==> src/rtl/usr_pkg.sv <==
// Shared types and sizing helpers for the universal shift register.
package usr_pkg;

    typedef enum logic [2:0] {
        USR_HOLD = 3'd0,
        USR_SHL  = 3'd1,
        USR_SHR  = 3'd2,
        USR_ROTL = 3'd3,
        USR_ROTR = 3'd4,
        USR_LOAD = 3'd5
    } usr_mode_t;

    // Shift counter width; WIDTH is at least 2, so this is never zero.
    function automatic int usr_cnt_w(input int width);
        return (width <= 2) ? 1 : $clog2(width);
    endfunction

endpackage

==> src/rtl/usr_word_counter.sv <==
// Counts shifts within a WIDTH-bit word and emits a one-cycle pulse when a word completes.
module usr_word_counter
    import usr_pkg::*;
#(
    parameter int WIDTH = 8
) (
    input  logic                        Clk,
    input  logic                        Rst_l,
    input  logic                        Clear,
    input  logic                        Load,
    input  logic                        Step,
    output logic [usr_cnt_w(WIDTH)-1:0] Shift_Cnt,
    output logic                        Word_Valid
);

    localparam int             CW      = usr_cnt_w(WIDTH);
    localparam logic [CW-1:0]  CNT_MAX = CW'(WIDTH - 1);

    logic [CW-1:0] cnt_p0;
    logic          vld_p0;

    always_ff @(posedge Clk or negedge Rst_l) begin
        if (!Rst_l) begin
            cnt_p0 <= '0;
            vld_p0 <= 1'b0;
        end else if (Clear || Load) begin
            cnt_p0 <= '0;
            vld_p0 <= 1'b0;
        end else if (Step) begin
            // Wrapping at WIDTH-1 keeps non-power-of-2 widths in range.
            if (cnt_p0 == CNT_MAX) begin
                cnt_p0 <= '0;
                vld_p0 <= 1'b1;
            end else begin
                cnt_p0 <= cnt_p0 + 1'b1;
                vld_p0 <= 1'b0;
            end
        end else begin
            vld_p0 <= 1'b0;
        end
    end

    assign Shift_Cnt  = cnt_p0;
    assign Word_Valid = vld_p0;

endmodule

==> src/rtl/universal_shift_register.sv <==
// Universal shift register: hold, shift, rotate and parallel load, with word-completion tracking.
module universal_shift_register
    import usr_pkg::*;
#(
    parameter int WIDTH = 8
) (
    input  logic                        Clk,
    input  logic                        Rst_l,
    input  logic                        Clear,
    input  logic [2:0]                  Mode,
    input  logic                        Serial_In_R,
    input  logic                        Serial_In_L,
    input  logic [WIDTH-1:0]            Par_In,
    output logic [WIDTH-1:0]            Par_Out,
    output logic                        Serial_Out_L,
    output logic                        Serial_Out_R,
    output logic [usr_cnt_w(WIDTH)-1:0] Shift_Cnt,
    output logic                        Word_Valid
);

    usr_mode_t        mode;
    logic [WIDTH-1:0] data_p0;
    logic             step;
    logic             load;

    // Codes 6 and 7 have no enum label and fall through to hold.
    assign mode = usr_mode_t'(Mode);
    assign step = (mode == USR_SHL) || (mode == USR_SHR) ||
                  (mode == USR_ROTL) || (mode == USR_ROTR);
    assign load = (mode == USR_LOAD);

    always_ff @(posedge Clk or negedge Rst_l) begin
        if (!Rst_l) begin
            data_p0 <= '0;
        end else if (Clear) begin
            data_p0 <= '0;
        end else begin
            case (mode)
                USR_SHL:  data_p0 <= {data_p0[WIDTH-2:0], Serial_In_R};
                USR_SHR:  data_p0 <= {Serial_In_L, data_p0[WIDTH-1:1]};
                USR_ROTL: data_p0 <= {data_p0[WIDTH-2:0], data_p0[WIDTH-1]};
                USR_ROTR: data_p0 <= {data_p0[0], data_p0[WIDTH-1:1]};
                USR_LOAD: data_p0 <= Par_In;
                default:  data_p0 <= data_p0;
            endcase
        end
    end

    usr_word_counter #(
        .WIDTH (WIDTH)
    ) u_word_counter (
        .Clk        (Clk),
        .Rst_l      (Rst_l),
        .Clear      (Clear),
        .Load       (load),
        .Step       (step),
        .Shift_Cnt  (Shift_Cnt),
        .Word_Valid (Word_Valid)
    );

    assign Par_Out      = data_p0;
    assign Serial_Out_L = data_p0[WIDTH-1];
    assign Serial_Out_R = data_p0[0];

endmodule
==> config.mk <==
export PLATFORM = sky130hd
export DESIGN_NAME = universal_shift_register
export DESIGN_NICKNAME = d
export VERILOG_FILES = /design/src/rtl/usr_pkg.sv /design/src/rtl/usr_word_counter.sv /design/src/rtl/universal_shift_register.sv
export SDC_FILE = /design/constraint.sdc
export NUM_CORES = 1
export LEC_CHECK = 0
export ABC_AREA = 1
export CAP_MARGIN = 20
export CORE_MARGIN = 2
export CORE_UTILIZATION = 32
export CTS_BUF_LIST = sky130_fd_sc_hd__clkbuf_8
export DETAILED_ROUTE_END_ITERATION = 7
export PLACE_DENSITY = 0.72
export SETUP_SLACK_MARGIN = 0.1
export SYNTH_ARGS = -nofsm -noshare
export SYNTH_HDL_FRONTEND = slang
export SYNTH_SLANG_ARGS = --single-unit
==> constraint.sdc <==
create_clock -name Clk -period 1.5 [get_ports Clk]
set_input_delay 0.15 -clock Clk [delete_from_list [all_inputs] [get_ports Clk]]
set_output_delay 0.15 -clock Clk [all_outputs]
set_load 0.02 [all_outputs]
Yosys cells after proc, flatten, opt, wreduce, memory -nomap -nowiden:

Cells that the tools add are included.

* bits in registers: 12
* word-level logic and storage cells: 24

* $add $sub $neg: 1
* equality and inequality tests: 6
* muxes and demuxes: 8
* reductions and logical operators: 6

Operators by type and width (count)
* $pmux W8 S5: 1
* $eq A3 B3 Y1 const B: 3
* $mux W3: 3
* $mux W8: 1
* $eq A3 B2 Y1 const B: 2
* $reduce_bool A6 Y1: 1
* $logic_or A1 B1 Y1: 4
* $add A3 B1 Y3 const B: 1
* $eq A3 B1 Y1 const B: 1
* $mux W1: 3
* $reduce_bool A2 Y1: 1

Logic depth before layout (Yosys ltp):

* word-level depth: 6
* mapped depth: 9
* depth with buffers taken out: 8

Hierarchy:

From an unflattened synthesis, not the netlist that was laid out.

* cell total of the unflattened synthesis: 122
* area, all modules: 797.0 um2

Modules (own cells, without submodules)
* universal_shift_register: times used 1, cells each 96, area an instance 589.3 um2, sequential area each 200.2 um2
* usr_word_counter: times used 1, cells each 26, area an instance 207.7 um2, sequential area each 100.1 um2

Least setup slack after synthesis:

OpenSTA, ideal clock, no wires.

* path type: reg-to-reg
* start point: register u_word_counter.cnt_p0[0], in the netlist u_word_counter.Shift_Cnt[0]
* end point: register u_word_counter.cnt_p0[0], in the netlist u_word_counter.Shift_Cnt[0]
* setup time: 83 ps
* data arrival time: 1269 ps
* data required time: 1417 ps
* slack: 149 ps
* cell stages (with the launch flop): 5
* buffers on the path: 0
* clock period less this slack: 1351 ps
* cell sequence: dfrtp_1 > ha_1 > ha_1 > or2_2 > o21ai_0

* cells in the longest elaborated chain, start to end: 4

RTL lines
* start, declared: RTL line usr_word_counter.sv:19 `logic [CW-1:0] cnt_p0;`
* start signal, assigned: RTL line usr_word_counter.sv:35 `cnt_p0 <= cnt_p0 + 1'b1;`
* $add A3 B1 Y3 / $eq A3 B3 Y1 (equally long branches): RTL line usr_word_counter.sv:35, usr_word_counter.sv:31
* $mux W3 *: RTL line usr_word_counter.sv:31 `if (cnt_p0 == CNT_MAX) begin`
* $mux W3 *: RTL line usr_word_counter.sv:29 `end else if (Step) begin`
* $mux W3 *: RTL line usr_word_counter.sv:26 `end else if (Clear || Load) begin`

Mark *: on every way between the ends. The rest lies on a longest branch, timed or not. The select of a mux whose other input is x is not followed.
A chain may end at the register's enable or synchronous reset.

Final worst setup path:

Ends and elaborated chain as after synthesis.

==> run summary <==
I/O Buffers - 29
dpl cell area - 1161 um^2
Detailed Place HPWL - 1604 um
wire per inst - 12.20 um
initial DRC count - 29
RePlAce Congestion - 0.8332
fin crit share - 90.34%
Worst EP arrival - 1.50 ns
switching portion of total power - 29.92%
Worst Tran Pin Value - 0.5557 ns
Critical Path RT - 1.65 ns
count leader, synth - nand2_1
Post-synth EDFFs - 0
Fin Hold WS - 0.2672 ns
Vias/cell - 5.005
Max stage delay on crit path - 0.40 ns
cell-internal power - 0.6287 mW
# Max-Cap Violations - 0
Logic pwr share - 27.1%
number of global-route vias before repair - 832
Setup Viol. Count Final - 0
Setup crit end kind - flip-flop
crit path launch type - flip-flop
share of power burned in registers - 40.2%
synthesized netlist cell count - 117
Routed WL - 2244 um
RSZ-0062 raised after global routing - false
post-synthesis sequential area ratio - 36.87%
Final Instance Area - 1221 um^2
Starting Density - 33.18%
initial antenna violation count - 0
crit-path cells - ha_1 > ha_1 > or2_2 > o21ai_0
minimum clock period - 1.355 ns
Peak supply drop - 0.0005504 V
Final nets - 174
synthesized cell area - 814.5 um^2
clock root buffer - clkbuf_8
share of layout cells above drive strength 1 - 15.58%
CP bufs+invs - 0
critical path class - flip-flop to flip-flop
Crit path max-delay family - flip-flops
clock skew - 0.007084 ns
max frequency - 738.0 MHz
clock sinks - 12
end-of-flow core utilization - 49.75%
DR DRC count - 0
GR Overflow Total - 0
Yosys reg bits - 12
Register Area - 300.3 um^2
CTS tree - yes
critical path's slowest cell - dfrtp_1
Worst Path Max Fanout - 3
Skew-Pair Late Insertion Delay - 0.24 ns
P&R area growth vs syn - 49.92%
Num CTS Buffers - 3
Slew Limit Fails - 0
die width - 54.45 um
synth top area cells - dfrtp_1 (37%), nand2_1 (20%), nand3_1 (19%)
Net Switching - 0.2684 mW
antenna cells - 0
clock share of power - 32.7%
DRT Pass-1 Iters - 4
Slew HR - 62.83%
FILL cells - 256
die area - 2965 um^2
# IOs - 30
Multi-input gate area - 446.7 um^2
synth warn - 0
PD cells - 734.6 nW/um^2
clk buf depth - 2
worst min-delay path class - input port to async pin
H-Tree Level Count - 1
Clock Pin Slew Worst Setup and Hold Paths - 0.05 ns
chip height - 54.45 um
largest net degree at the start of global routing - 13
Hold Fails Final Rpt - 0
Yosys top cell area share - 36.87%
antenna-violating nets left - 0
total number of vias - 921
most used cell, CP - ha_1
Global Route Usage Sum - 16.61%
fraction of registers with async set/reset - 100.0%
synth cell count leaders - nand2_1 (43), nand3_1 (31), dfrtp_1 (12)
leakage power - 0.7045 nW
status - finished, final reports clean
first-pass GRT wire length - 3532 um
row count - 18
syn_area_per_cell - 6.962 um^2
core area - 2455 um^2
area leader, netlist - dfrtp_1
most common flop cell mapped by yosys - dfrtp_1
Yosys cell types - 17
Mapped Nets - 135
==> power by group through the flow <==
stage               clock, mW  sequential [mW]  combinational [mW]
floorplan                   0            0.384               0.106
global placement            0            0.367               0.243
detailed placement          0            0.367               0.245
CTS                     0.302            0.362               0.234
global route            0.313            0.364               0.267
finish                  0.293            0.361               0.243
==> layer usage <==
layer / up-vias / wire [um] / track usage (%)
met1: 432 / 970 / 22.11
met4: 0 / 37 / 7.500
li1: 452 / - / -
met5: - / 0 / 0
met2: 32 / 1102 / 26.51
met3: 5 / 134 / 2.459
==> final cells by class <==
cell class              instances  area share, %
clock buffers                   3          3.381
inverters                       9          2.766
multi-input cells              91          36.58
flip-flops and latches         12          24.59
well taps                      30          3.074
repair buffers                 39          29.61
==> placed cells by master, fill, tap and decap left out <==
| master | n |
|---|---|
| nand2_1 | 43 |
| nand3_1 | 31 |
| clkdlybuf4s50_1 | 14 |
| dfrtp_1 | 12 |
| dlygate4sd2_1 | 11 |
| buf_4 | 10 |
| inv_1 | 7 |
| nor2_1 | 4 |
| dlymetal6s2s_1 | 4 |
| clkbuf_8 | 3 |
| inv_2 | 2 |
| nor2_2 | 2 |
| nand2_4 | 2 |
| nor2_4 | 2 |
| ha_1 | 2 |
| o21ai_2 | 1 |
| nand2_2 | 1 |
| or2_2 | 1 |
| o21ai_0 | 1 |
| nand4_1 | 1 |
==> what timing repair did <==
action                                 in CTS  in global routing
buffers inserted                            0                  2
endpoints found under the hold margin       0                  0
hold buffers                                0                  0
setup endpoints to repair                  11                 13
cloned                                      0                  0
gates resized for setup                    11                  6
==> metrics by stage <==
stage	cells	power, mW	TNS, ns	worst slack, ns
global placement	179	0.6100	-0.3110	-0.04870
floorplan	117	0.4899	0	0.1488
CTS	182	0.8970	0	0.1239
global route	184	0.9435	0	0.1008
finish	184	0.8971	0	0.1450
detailed placement	179	0.6129	-0.5268	-0.08383
==> cell families (layout without fill, tap and decap cells) <==
| kind of cell | Yosys count | in the layout | share of synthesized area (%) |
|---|---|---|---|
| buf+inv | 14 | 51 | 9.218 |
| flops | 12 | 12 | 36.87 |
| simple gates | 87 | 87 | 49.16 |
| fa+ha+maj | 2 | 2 | 3.072 |
| compound gates | 2 | 2 | 1.689 |
==> sequential cells by signal (all words and copies together) (netlist names) <==
register                   flops
Par_Out                        8
u_word_counter.Shift_Cnt       3
u_word_counter.Word_Valid      1
==> worst paths after layout <==
kind                       depth (start not counted)                     endpoint                         from  slack, ns
max in group asynchronous                          1  u_word_counter.Shift_Cnt[1]                        Rst_l       0.86
hold reg to reg                                    2  u_word_counter.Shift_Cnt[1]  u_word_counter.Shift_Cnt[1]       0.50
min in group Clk                                   7                   Par_Out[7]                      Mode[2]       0.50
hold / removal                                     1                   Par_Out[5]                        Rst_l       0.27
setup reg to reg                                   4  u_word_counter.Shift_Cnt[0]  u_word_counter.Shift_Cnt[0]       0.14
setup / recovery                                   4  u_word_counter.Shift_Cnt[0]  u_word_counter.Shift_Cnt[0]       0.14
(Power assumes the default switching activity.)
